$ cat src/rtl/rr_encoder_pkg.sv
// Shared types for the round-robin encoder.
// Only the FSM state lives here; widths are derived per module.
package rr_encoder_pkg;

  typedef enum logic {
    S_IDLE = 1'b0,
    S_HOLD = 1'b1
  } state_t;

endpackage

$ cat src/rtl/rr_encoder_if.sv
// Request/grant bundle for rr_encoder.
// master drives requests and ready, slave returns the grant.
interface rr_encoder_if #(
  parameter int N = 4
) ();
  localparam int W = $clog2(N);

  logic         ena;
  logic [N-1:0] req;
  logic         out_ready;
  logic         out_valid;
  logic [W-1:0] out_index;
  logic [N-1:0] out_onehot;

  modport master (
    output ena,
    output req,
    output out_ready,
    input  out_valid,
    input  out_index,
    input  out_onehot
  );

  modport slave (
    input  ena,
    input  req,
    input  out_ready,
    output out_valid,
    output out_index,
    output out_onehot
  );

endinterface

$ cat src/rtl/rr_priority_pick.sv
// Rotating-priority search over req starting at start.
// Wrap is modulo N, so N need not be a power of two.
module rr_priority_pick #(
  parameter  int N = 4,
  localparam int W = $clog2(N)
) (
  input  logic [N-1:0] req,
  input  logic [W-1:0] start,
  output logic         found,
  output logic [W-1:0] win
);

  logic [2*N-1:0] dbl;

  assign dbl = {req, req};

  // Scan the doubled vector for N bits from start.
  always_comb begin
    found = 1'b0;
    win   = '0;
    for (int k = 0; k < N; k++) begin
      if (!found && dbl[int'(start) + k]) begin
        found = 1'b1;
        if (int'(start) + k >= N)
          win = W'(int'(start) + k - N);
        else
          win = W'(int'(start) + k);
      end
    end
  end

endmodule

$ cat src/rtl/rr_encoder.sv
// Round-robin multi-hot to binary encoder with a
// registered ready/valid grant output.
module rr_encoder
  import rr_encoder_pkg::*;
#(
  parameter int N = 4
) (
  input  logic         clk,
  input  logic         rst,
  rr_encoder_if.slave  bus
);

  localparam int W = $clog2(N);

  state_t       state_q;
  state_t       state_d;
  logic [W-1:0] ptr_q;
  logic [W-1:0] idx_q;
  logic [N-1:0] oh_q;
  logic [W-1:0] nxt_ptr;
  logic [W-1:0] start;
  logic         found;
  logic [W-1:0] win;
  logic         hs;
  logic         cap;

  assign nxt_ptr = (idx_q == W'(N - 1)) ? '0
                                        : idx_q + 1'b1;

  // On a handshake search from the post-accept pointer.
  assign start = (state_q == S_HOLD) ? nxt_ptr : ptr_q;

  assign hs  = (state_q == S_HOLD) && bus.out_ready;
  assign cap = bus.ena && found &&
               ((state_q == S_IDLE) || hs);

  rr_priority_pick #(
    .N (N)
  ) u_pick (
    .req   (bus.req),
    .start (start),
    .found (found),
    .win   (win)
  );

  always_ff @(posedge clk) begin
    if (rst)
      state_q <= S_IDLE;
    else
      state_q <= state_d;
  end

  always_comb begin
    state_d = state_q;
    unique case (1'b1)
      (state_q == S_IDLE): begin
        if (cap)
          state_d = S_HOLD;
      end
      (state_q == S_HOLD): begin
        if (hs && !cap)
          state_d = S_IDLE;
      end
      default: state_d = S_IDLE;
    endcase
  end

  always_ff @(posedge clk) begin
    if (rst) begin
      ptr_q <= '0;
      idx_q <= '0;
      oh_q  <= '0;
    end else begin
      if (hs)
        ptr_q <= nxt_ptr;
      if (cap) begin
        idx_q <= win;
        oh_q  <= {{(N-1){1'b0}}, 1'b1} << win;
      end else if (hs) begin
        oh_q  <= '0;
      end
    end
  end

  always_comb begin
    bus.out_valid  = (state_q == S_HOLD);
    bus.out_index  = idx_q;
    bus.out_onehot = oh_q;
  end

endmodule

$ cat src/flat_wrapper.sv
// flat-port wrapper written by rule: the top's interface ports become plain ports
module rr_encoder_flat import rr_encoder_pkg::*;
#(
  parameter int N = 4
)
  (clk, rst, bus_ena, bus_req, bus_out_ready, bus_out_valid, bus_out_index, bus_out_onehot);
  rr_encoder_if #(.N(N)) bus_i ();
  input  logic clk;
  input  logic rst;
  input wire logic [$bits(bus_i.ena)-1:0] bus_ena;
  input wire logic [$bits(bus_i.req)-1:0] bus_req;
  input wire logic [$bits(bus_i.out_ready)-1:0] bus_out_ready;
  output wire logic [$bits(bus_i.out_valid)-1:0] bus_out_valid;
  output wire logic [$bits(bus_i.out_index)-1:0] bus_out_index;
  output wire logic [$bits(bus_i.out_onehot)-1:0] bus_out_onehot;
  assign bus_i.ena = bus_ena;
  assign bus_i.req = bus_req;
  assign bus_i.out_ready = bus_out_ready;
  assign bus_out_valid = bus_i.out_valid;
  assign bus_out_index = bus_i.out_index;
  assign bus_out_onehot = bus_i.out_onehot;
  rr_encoder #(.N(N)) u_core (.clk(clk), .rst(rst), .bus(bus_i));
endmodule
$ cat config.mk
export PLATFORM = sky130hd
export DESIGN_NAME = rr_encoder_flat
export DESIGN_NICKNAME = d
export VERILOG_FILES = /design/src/rtl/rr_encoder_pkg.sv /design/src/rtl/rr_encoder_if.sv /design/src/rtl/rr_priority_pick.sv /design/src/rtl/rr_encoder.sv /design/src/flat_wrapper.sv
export SDC_FILE = /design/constraint.sdc
export NUM_CORES = 1
export LEC_CHECK = 0
export ABC_AREA = 1
export BUFFER_PORTS_ARGS = -buffer_cell sky130_fd_sc_hd__buf_2
export CAP_MARGIN = 15
export CELL_PAD_IN_SITES_DETAIL_PLACEMENT = 1
export CELL_PAD_IN_SITES_GLOBAL_PLACEMENT = 1
export CORE_UTILIZATION = 34
export CTS_CLUSTER_SIZE = 28
export DETAILED_ROUTE_END_ITERATION = 7
export PLACE_DENSITY = 0.71
export SETUP_SLACK_MARGIN = 0.5
export SYNTH_ARGS = -nofsm -noshare
export SYNTH_HDL_FRONTEND = slang
export SYNTH_SLANG_ARGS = --single-unit
$ cat constraint.sdc
create_clock -name clk -period 1.8 [get_ports clk]
set_clock_uncertainty 0.1 [all_clocks]
set_input_delay 0.27 -clock clk [delete_from_list [all_inputs] [get_ports clk]]
set_output_delay 0.27 -clock clk [all_outputs]
set_load 0.02 [all_outputs]
==> key figures, run 1 <==
Status
  – Status: complete, but fails checks
  – Failing checks: setup timing

Clock network
  – CTS Buf Count: 3
  – CTS root buf: clkbuf_4
  – H-tree levels: 1
  – Clock latency on the worst-skew pair: 0.26 ns
  – Clk sink count: 9
  – Clk pin slew, worst setup/hold paths: 0.06 ns
  – CTS Buffer Depth: 2
  – CTS tree: yes
  – Hold_buf cts: 0

Drt
  – Routed WL: around 3.5 mm
  – Via count: 1012
  – Antenna-violating nets left: 0
  – Drt drc: 0
  – Violation count after the first detailed-route iteration: 17
  – Drt first pass iters: 4
  – Vias per std cell: between 5 and 6
  – Routed length per instance: 17.32 um

Die
  – Core Area: 2297 um2
  – Row cnt: 17
  – Ports: 15
  – Die Ht: approximately 52 um
  – Die width: approximately 52 um
  – Die Area: about 2700 um2
  – Initial Util: 0.3725

Global route
  – GRT Total Usage: 0.2100
  – Grt ovf: 0
  – Largest net degree at the start of global routing: 10
  – Initial antenna violation count: 0
  – First-pass GRT wire length: between 4 and 5 mm
  – Vias in the first global route: 970

Timing
  – RSZ-0062 raised after global routing: true
  – Fin Setup TNS: -2.189 ns
  – Final setup violation count: 7
  – Fin worst setup slack: -0.3617 ns
  – WHS: about 0.19 ns
  – Period Utilization, post-route: 1.201
  – Fin. Hold Viols: 0
  – Slew Limit Fails: 0
  – Max Fclk: 462.6 MHz
  – Final worst path period need: 2.162 ns
  – Rel. slew slack: 0.8194
  – Slew @ Worst Pin: 0.2705 ns

Worst setup path
  – Crit. End Element: flip-flop
  – Worst Path Max Fanout: 4
  – Setup crit start kind: flip-flop
  – Worst EP arrival: around 2.3 ns
  – Critical path class: reg -> reg
  – CP required: 1.89 ns

Placed design
  – Port Buffers: 14
  – Placed cells: 181
  – Post-DP HPWL: slightly above 2 mm
  – Final GP Congestion: 0.7586

Layout
  – Commonest non-fill, non-tap cell in the layout: buf_4
  – Syn-to-layout area delta: 59.65%
  – Share of layout cells above drive strength 1: 0.6047
  – Final net count: 182
  – Antenna Cells: 0
  – Most frequent cells in the layout: buf_4, nand2_1, nand2_2, nand3_1, buf_2
  – Filler cells: 291
  – Non-filler instance count after layout: 200

Pwr
  – Max VDD drop: 0.0006920 V
  – Power per standard cell area: around 800 nW/um2
  – Lkg Pwr: 0.6656 nW

Run
  – Max_cap viols: 0

Worst hold path
  – Tightest Hold Check Type: in -> reg

Synthesis
  – Syn avg cell area: 6.739 um2
  – Synth warn: 0
  – Sequential fraction of the synthesis area: 0.2105
  – Synthesized net count: about 140
  – Cell variety after synth: 24
  – Post-synthesis cell count: 127
  – Netlist Area Pre-Place: roughly 860 um2
  – #FFs+latches synth: 9
## per-stage QoR
step | setup WS [ns] | total power, W | instance area [um2] | util
after global placement | -0.1796 | 0.0007411 | 1099 | 0.4782
after floorplan | -0.05117 | 0.0006052 | 899.6 | -
after detailed placement | -0.2669 | 0.0007623 | 1099 | 0.4782
after global routing | -0.4762 | 0.001150 | 1366 | 0.5948
after CTS | -0.2218 | 0.0009694 | 1224 | 0.5327
final | -0.3617 | 0.001089 | 1366 | 0.5948
## per-layer routing
layer | global-route usage | vias to the layer above | wire length, um
li1 | - | 503 | -
met1 | 0.2794 | 499 | 1584
met2 | 0.3590 | 10 | 1843
met3 | 0.03768 | 0 | 35
met4 | 0.03070 | 0 | 0
met5 | 0 | - | 0
## Yosys cell counts
master | n | area (um2)
nor2_4 | 2 | 22.52
nand2_2 | 15 | 93.84
nand4_1 | 2 | 12.51
nand3_1 | 22 | 110.1
nand2_4 | 5 | 56.30
o21ai_0 | 2 | 10.01
nand3_2 | 2 | 20.02
a21oi_2 | 3 | 26.28
buf_1 | 1 | 3.750
nand2_8 | 1 | 20.02
inv_4 | 1 | 6.260
nor2_1 | 4 | 15.01
a211oi_1 | 1 | 7.510
o21bai_1 | 1 | 7.510
or2_1 | 1 | 6.260
nand3_4 | 1 | 17.52
dfxtp_1 | 9 | 180.2
inv_1 | 13 | 48.80
a21oi_1 | 5 | 25.02
nand4_4 | 1 | 21.27
nor2_2 | 2 | 12.51
nand2_1 | 31 | 116.4
inv_2 | 1 | 3.750
ha_1 | 1 | 12.51
## flip-flops by register name, summed over array words and instances (netlist names)
name                   count
u_core.bus.out_index       2
u_core.bus.out_onehot      4
u_core.bus.out_valid       1
u_core.ptr_q               2
## logic make-up (layout without fill, tap and decap cells)
group,after synthesis,in the layout,synth area share
buf+inv,16,60,0.07310
fa+ha+maj,1,1,0.01462
simple gates,89,90,0.6126
flops,9,9,0.2105
compound gates,12,12,0.08919
## report_power, final
group	internal [W]	leakage (nW)	switching [W]
clock network	0.0000855	0.0150	0.0000726
logic	0.000281	0.575	0.000399
registers	0.000223	0.0754	0.0000278
total	0.000589	0.666	0.000500
## what timing repair did
item | in CTS | in global routing
cloned | 1 | 0
pin swaps | 13 | 25
endpoints found under the setup margin | 7 | 8
buffers inserted | 8 | 6
resized for setup | 9 | 22
## worst max-delay path: stages (launching register included)
cell and delay, ns:
dfxtp_4 0.36, ha_4 0.17, o21ai_1 0.21, nand3_1 0.14, nand2_1 0.17, nand2_1 0.11
nand2_2 0.10, nand4_4 0.15, nand3_4 0.15, inv_6 0.06, nor2_4 0.16, nand2_2 0.08
a21oi_2 0.14
## final cells by class
| cell class | instances | area, um2 | area share |
|---|---|---|---|
| multi-input combinational | 103 | 755.7 | 0.5531 |
| timing repair buffer | 41 | 299.0 | 0.2189 |
| sequential | 9 | 188.9 | 0.1383 |
| clock buffer | 4 | 26.28 | 0.01923 |
| tap | 28 | 35.03 | 0.02564 |
| inverter | 15 | 61.31 | 0.04487 |
## path summary, 6_finish.rpt
check        slack [ns]  depth (start not counted)                      from                  endpoint
max reg2reg       -0.36                         12   u_core.bus.out_index[0]  u_core.bus.out_onehot[2]
min                0.19                          3                   bus_ena      u_core.bus.out_valid
min reg2reg        0.38                          2  u_core.bus.out_onehot[3]  u_core.bus.out_onehot[3]
max               -0.36                         12   u_core.bus.out_index[0]  u_core.bus.out_onehot[2]
Power figures use the tool's default switching activity.
==> inputs of run 2 (changes only) <==
--- a/config.mk
+++ b/config.mk
@@ -13,7 +13,7 @@
 export CORE_UTILIZATION = 34
 export CTS_CLUSTER_SIZE = 28
 export DETAILED_ROUTE_END_ITERATION = 7
-export PLACE_DENSITY = 0.71
+export PLACE_DENSITY_LB_ADDON = 0.3
 export SETUP_SLACK_MARGIN = 0.5
 export SYNTH_ARGS = -nofsm -noshare
 export SYNTH_HDL_FRONTEND = slang
==> run 2 against run 1 <==
Net effect: sequential share of layout area fell by 0.35 points; routed wire length fell by 1.2%; setup slack got worse by 0.011 ns; the flow still finishes with violations (setup timing); highest routed layer is now met4; non-clock buffer count fell by 2; first-iteration DRC count fell by 5.9%.
==> key figures, run 2 (synthesis gave the netlist of run 1 again) <==
Global route
  – Largest net degree at the start of global routing: 10 (unchanged)
  – Grt ovf: 0 (unchanged)
  – Vias in the first global route: 994 (+2.5%)
  – Initial antenna violation count: 0 (unchanged)
  – GRT Total Usage: 0.2201 (+0.01002)
  – First-pass GRT wire length: 4.353 mm (+2.6%)

Timing
  – Fin. Hold Viols: 0 (unchanged)
  – Period Utilization, post-route: 1.207 (+0.006034)
  – WHS: 0.1682 ns (-0.02049 ns)
  – Slew Limit Fails: 0 (unchanged)
  – Rel. slew slack: 0.8388 (+0.01939)
  – Fin Setup TNS: -1.901 ns (+0.2876 ns)
  – Final worst path period need: 2.173 ns (+0.01086 ns)
  – Fin worst setup slack: -0.3725 ns (-0.01086 ns)
  – Slew @ Worst Pin: 0.2415 ns (-0.02904 ns)
  – Final setup violation count: 7 (unchanged)
  – Max Fclk: 460.3 MHz (-0.50%)
  – RSZ-0062 raised after global routing: true

Layout
  – Share of layout cells above drive strength 1: 0.6412 (+0.03653)
  – Most frequent cells in the layout: buf_4, nand2_2, nand2_1, nand2_4
  – Syn-to-layout area delta: 65.94%
  – Max reg flops: 4 (unchanged)
  – Filler cells: 300 (+3.1%)
  – Final net count: 180 (-1.1%)
  – Commonest non-fill, non-tap cell in the layout: buf_4
  – Post-layout util: 0.6182 (+0.02342)
  – Finished layout cell area: 1420 um2 (+3.9%)
  – Antenna Cells: 0 (unchanged)

Clock network
  – CTS tree: yes
  – Clk pin slew, worst setup/hold paths: 0.06 ns (about the same)
  – Clock latency on the worst-skew pair: 0.27 ns (about the same)
  – CTS Buffer Depth: 2 (unchanged)
  – Clk sink count: 9 (unchanged)
  – Hold_buf cts: 0 (unchanged)
  – CTS root buf: clkbuf_4
  – H-tree levels: 1 (unchanged)
  – CTS Buf Count: 3 (unchanged)

Die
  – Ports: 15 (unchanged)
  – Die Area: 2722 um2 (unchanged)
  – Core Area: 2297 um2 (unchanged)
  – Die Ht: 52.17 um (unchanged)
  – Initial Util: 0.3725 (unchanged)
  – Row cnt: 17 (unchanged)
  – Die width: 52.17 um (unchanged)

Status
  – Status: complete, but fails checks
  – Failing checks: setup timing

Drt
  – Antenna-violating nets left: 0 (unchanged)
  – Routed length per instance: 17.27 um (-0.24%)
  – Violation count after the first detailed-route iteration: 16 (-1)
  – Drt first pass iters: 4 (unchanged)
  – Routed WL: 3.420 mm (-1.2%)
  – Vias per std cell: 5.308 (+4.9%)
  – Via count: 1051 (+3.9%)
  – Drt drc: 0 (unchanged)

Pwr
  – Power per standard cell area: 795.2 nW/um2 (-0.22%)
  – Lkg Pwr: 0.6820 nW (+2.5%)
  – Max VDD drop: 0.0005793 V (-16%)

Worst setup path
  – Cell Chain, Critical Path: ha_4, nor2_4, nand2_4, nand3_1, nand2_2, nand2_2, nand2_2, inv_1, nand4_1, a21oi_4, nand2_1, a21oi_1
  – Setup crit start kind: flip-flop
  – Critical path class: reg -> reg
  – Worst EP arrival: 2.25 ns (about the same)
  – Worst Path Max Fanout: 5 (+1)
  – Critical path's slowest cell: dfxtp_4
  – CP delay by family, top: simple AND/OR/NAND/NOR gates
  – Crit. End Element: flip-flop
  – Max incr delay on CP: 0.35 ns (about the same)
  – Buffers & Inverters on Critical Path: 1 (unchanged)
  – CP most frequent cell: nand2_2
  – CP required: 1.88 ns (about the same)

Placed design
  – Post-DP Area: 1069 um2 (-2.7%)
  – Post-DP HPWL: 2.012 mm (-0.71%)
  – Port Buffers: 14 (unchanged)
  – Final GP Congestion: 0.7554 (-0.42%)

Worst hold path
  – Tightest Hold Check Type: in -> reg

Run
  – Max_cap viols: 0 (unchanged)
## run 2: cell count changes in the layout (fill, tap and decap cells not counted), sizes merged
cell,change
buf,-2
## run 2: worst paths after layout
kind | start | end | slack (ns) | cells past startpoint
setup / recovery | u_core.bus.out_index[1] | u_core.bus.out_index[1] | -0.37 | 12
hold / removal | bus_ena | u_core.bus.out_valid | 0.17 | 3
setup reg to reg | u_core.bus.out_index[1] | u_core.bus.out_index[1] | -0.37 | 12
hold reg to reg | u_core.bus.out_onehot[0] | u_core.bus.out_onehot[0] | 0.36 | 2
## run 2: report_power, final
group | switching [W] | internal [W]
clock network | 0.0000725 | 0.0000856
registers | 0.0000217 | 0.000223
logic | 0.000438 | 0.000289
total | 0.000532 | 0.000597
## run 2: worst min-delay path, cell delays in order
cell and delay, ns:
buf_2 0.12, nand2_1 0.05, a21oi_1 0.05
## run 2: layout make-up
cell class | count | area [um2] | area share
tap | 28 | 35.03 | 0.02467
multi-input combinational | 103 | 828.3 | 0.5833
clock buffer | 4 | 26.28 | 0.01850
timing repair buffer | 39 | 277.8 | 0.1956
inverter | 15 | 61.31 | 0.04317
sequential | 9 | 191.4 | 0.1348
## run 2: per-layer routing
layer  GRT usage  part of all wire  wire length [um]
met5           0                 0                 0
met4     0.05263             0.035               121
met1      0.2487              0.44              1515
met2      0.4167              0.50              1694
met3     0.04348             0.026                88
## run 2: through the flow
step	instances	worst slack (ns)	power [W]
3_3_place_gp	177	-0.1676	0.0007216
5_1_grt	198	-0.4530	0.001193
3_5_place_dp	177	-0.2392	0.0007487
4_1_cts	189	-0.2078	0.0009566
2_1_floorplan	127	-0.05117	0.0006052
6_report	198	-0.3725	0.001129
## run 2: what timing repair did
action,in CTS,in global routing
hold endpoints to repair,0,0
pin swaps,8,24
gates resized for setup,7,41
cloned,1,0
setup endpoints to repair,7,9
setup buffers,7,9
==> inputs of run 3 (changes only) <==
--- a/config.mk
+++ b/config.mk
@@ -15,6 +15,7 @@
 export DETAILED_ROUTE_END_ITERATION = 7
 export PLACE_DENSITY_LB_ADDON = 0.3
 export SETUP_SLACK_MARGIN = 0.5
+export SKIP_LAST_GASP = 1
 export SYNTH_ARGS = -nofsm -noshare
 export SYNTH_HDL_FRONTEND = slang
 export SYNTH_SLANG_ARGS = --single-unit
==> run 3 against run 2 <==
Net effect: the run still ends with setup timing left; register-to-register slack better by 0.05 ns; clock power hardly changed; utilization is 0.82 points lower; flip-flop and latch count stayed put; design area is 1.3% lower; fmax is 2.5% higher; global-route usage is 0.060 points lower; sequential share of layout area hardly changed; critical path depth is 1 higher; largest cell class unchanged.
==> key figures, run 3 (synthesis gave the netlist of run 1 again) <==
Worst hold path
  – Tightest Hold Check Type: in -> reg
  – Hold Crit Start: bus_ena
  – Hold Path End: u_core.bus.out_valid
  – Hold Path Depth: 3 (unchanged)

Layout
  – Max reg flops: 4 (unchanged)
  – Final net count: 179 (-0.56%)
  – Finished layout cell area: 1401 um2 (-1.3%)
  – Antenna Cells: 0 (unchanged)
  – Share of layout cells above drive strength 1: 0.6391 (-0.002123)
  – Commonest non-fill, non-tap cell in the layout: buf_4
  – Syn-to-layout area delta: 63.74%
  – Post-layout util: 0.6100 (-0.008170)
  – Most frequent cells in the layout: buf_4, nand2_2, nand2_1, inv_1
  – Filler cells: 291 (-3.0%)

Run
  – Max_cap viols: 0 (unchanged)

Clock network
  – Clk pin slew, worst setup/hold paths: 0.07 ns (about the same)
  – Clock latency on the worst-skew pair: 0.26 ns (about the same)
  – CTS Buffer Depth: 2 (unchanged)
  – CTS Buf Count: 3 (unchanged)
  – Clk sink count: 9 (unchanged)
  – Hold_buf cts: 0 (unchanged)
  – CTS tree: yes
  – CTS root buf: clkbuf_4
  – H-tree levels: 1 (unchanged)

Placed design
  – Post-DP Area: 1069 um2 (unchanged)
  – Port Buffers: 14 (unchanged)
  – Post-DP HPWL: 2.012 mm (unchanged)
  – Pre-CTS WS: -0.2392 ns (unchanged)
  – Final GP Congestion: 0.7554 (unchanged)

Timing
  – Fin. Hold Viols: 0 (unchanged)
  – Period Utilization, post-route: 1.178 (-0.02893)
  – RSZ-0062 raised after global routing: true
  – Rel. slew slack: 0.8478 (+0.008978)
  – Slew Limit Fails: 0 (unchanged)
  – Final setup violation count: 7 (unchanged)
  – Final worst path period need: 2.120 ns (-0.05207 ns)
  – Fin worst setup slack: -0.3205 ns (+0.05207 ns)
  – Slew @ Worst Pin: 0.2280 ns (-0.01345 ns)
  – Max Fclk: 471.6 MHz (+2.5%)

Pwr
  – Lkg Pwr: 0.6665 nW (-2.3%)
  – Max VDD drop: 0.0006563 V (+13%)
  – Power per standard cell area: 801.2 nW/um2 (+0.76%)

Worst setup path
  – Worst R2R Setup Slack: -0.32 ns (+0.05 ns)
  – CP most frequent cell: nand2_2
  – Max incr delay on CP: 0.35 ns (about the same)
  – Worst EP arrival: 2.22 ns (-0.03 ns)
  – Setup crit start kind: flip-flop
  – Worst Path Max Fanout: 6 (+1)
  – Critical path class: reg -> reg
  – Critical path's slowest cell: dfxtp_4
  – Cell Chain, Critical Path: ha_4, inv_1, nand2_2, nand2_4, buf_4, nand3_1, nand2_2, nand4_4, nand3_4, inv_6, nor2_4, nand2_1, a21oi_2
  – RR Startpoint: u_core.bus.out_index[0]
  – R2r endpoint: u_core.bus.out_onehot[0]
  – CP required: 1.90 ns (+0.02 ns)
  – Crit. End Element: flip-flop
  – Reg2reg path depth: 13 (+1)

Drt
  – Uppermost layer routed: met4
  – Routed WL: 3.485 mm (+1.9%)
  – Antenna-violating nets left: 0 (unchanged)
  – Violation count after the first detailed-route iteration: 20 (+4)
  – Drt first pass iters: 4 (unchanged)
  – Via count: 1043 (-0.76%)
  – Routed length per instance: 17.69 um (+2.4%)
  – Routed wl met3: 92 um (+4.5%)
  – Drt drc: 0 (unchanged)
  – M1 WL: 1.474 mm (-2.7%)
  – Vias per std cell: 5.294 (-0.26%)
  – Met2 wire len: 1.828 mm (+7.9%)

Die
  – Initial Util: 0.3725 (unchanged)
  – Core Area: 2297 um2 (unchanged)
  – Row cnt: 17 (unchanged)
  – Die Ht: 52.17 um (unchanged)
  – Die Area: 2722 um2 (unchanged)
  – Die width: 52.17 um (unchanged)
  – Ports: 15 (unchanged)

Global route
  – Initial antenna violation count: 0 (unchanged)
  – Grt ovf: 0 (unchanged)
  – Vias in the first global route: 1000 (+0.60%)
  – First-pass GRT wire length: 4.353 mm (unchanged)
  – GRT Total Usage: 0.2195 (-0.0006046)
  – Largest net degree at the start of global routing: 10 (unchanged)

Status
  – Status: complete, but fails checks
  – Failing checks: setup timing
==> run 3: timing repair <==
item	in CTS	in global routing
endpoints found under the setup margin	7	9
pin swaps	8	19
buffers inserted	7	8
gates resized for setup	5	39
gates cloned	1	0
==> run 3: metal layers <==
metal  vias up  track usage
met5         -            0
met4         0      0.05263
met3        10      0.04348
met2        18       0.4167
met1       515       0.2469
li1        500            -
==> run 3: worst max-delay path: cells and delay by family (launching register included) <==
family / cells / cell delay (ns)
adders and majority gates: 1 / 0.25
AOI/OAI and AO/OA: 1 / 0.13
DFF: 1 / 0.35
and+or+nand+nor: 8 / 0.93
buffers and inverters: 3 / 0.28
==> run 3: per-stage QoR <==
step / total power, W / hold WS [ns] / std cells / setup TNS (ns)
finish: 0.001123 / 0.1848 / 197 / -1.742
global route: 0.001189 / 0.1842 / 197 / -2.377
CTS: 0.0009524 / 0.1671 / 189 / -1.078
detailed placement: 0.0007487 / 0.3571 / 177 / -1.240
global placement: 0.0007216 / 0.3476 / 177 / -0.7651
floorplan: 0.0006052 / 0.2985 / 127 / -0.1647
==> run 3: power breakdown <==
group          switching (W)  internal (W)  total [W]
logic               0.000438      0.000281   0.000719
clock network      0.0000747     0.0000856   0.000160
registers          0.0000210      0.000223   0.000244
total               0.000534      0.000589    0.00112
==> run 3: how the worst max path moves through the flow <==
stage                          endpoint  slack, ns  depth (start not counted)                     from
2_1_floorplan  u_core.bus.out_onehot[0]      -0.05                         14  u_core.bus.out_index[0]
5_1_grt        u_core.bus.out_onehot[3]      -0.40                         15  u_core.bus.out_index[0]
3_3_place_gp   u_core.bus.out_onehot[0]      -0.17                         14  u_core.bus.out_index[0]
4_1_cts        u_core.bus.out_onehot[0]      -0.21                         14  u_core.bus.out_index[0]
3_5_place_dp   u_core.bus.out_onehot[0]      -0.24                         14  u_core.bus.out_index[0]
6_report       u_core.bus.out_onehot[0]      -0.32                         13  u_core.bus.out_index[0]
==> run 3: final cells by class <==
| class | count | area [um2] | area share |
|---|---|---|---|
| Clock buffer | 4 | 26.28 | 0.01875 |
| Sequential cell | 9 | 188.9 | 0.1348 |
| Tap cell | 28 | 35.03 | 0.02500 |
| Timing Repair Buffer | 38 | 262.8 | 0.1875 |
| Multi-Input combinational cell | 103 | 827.0 | 0.5902 |
| Inverter | 15 | 61.31 | 0.04375 |
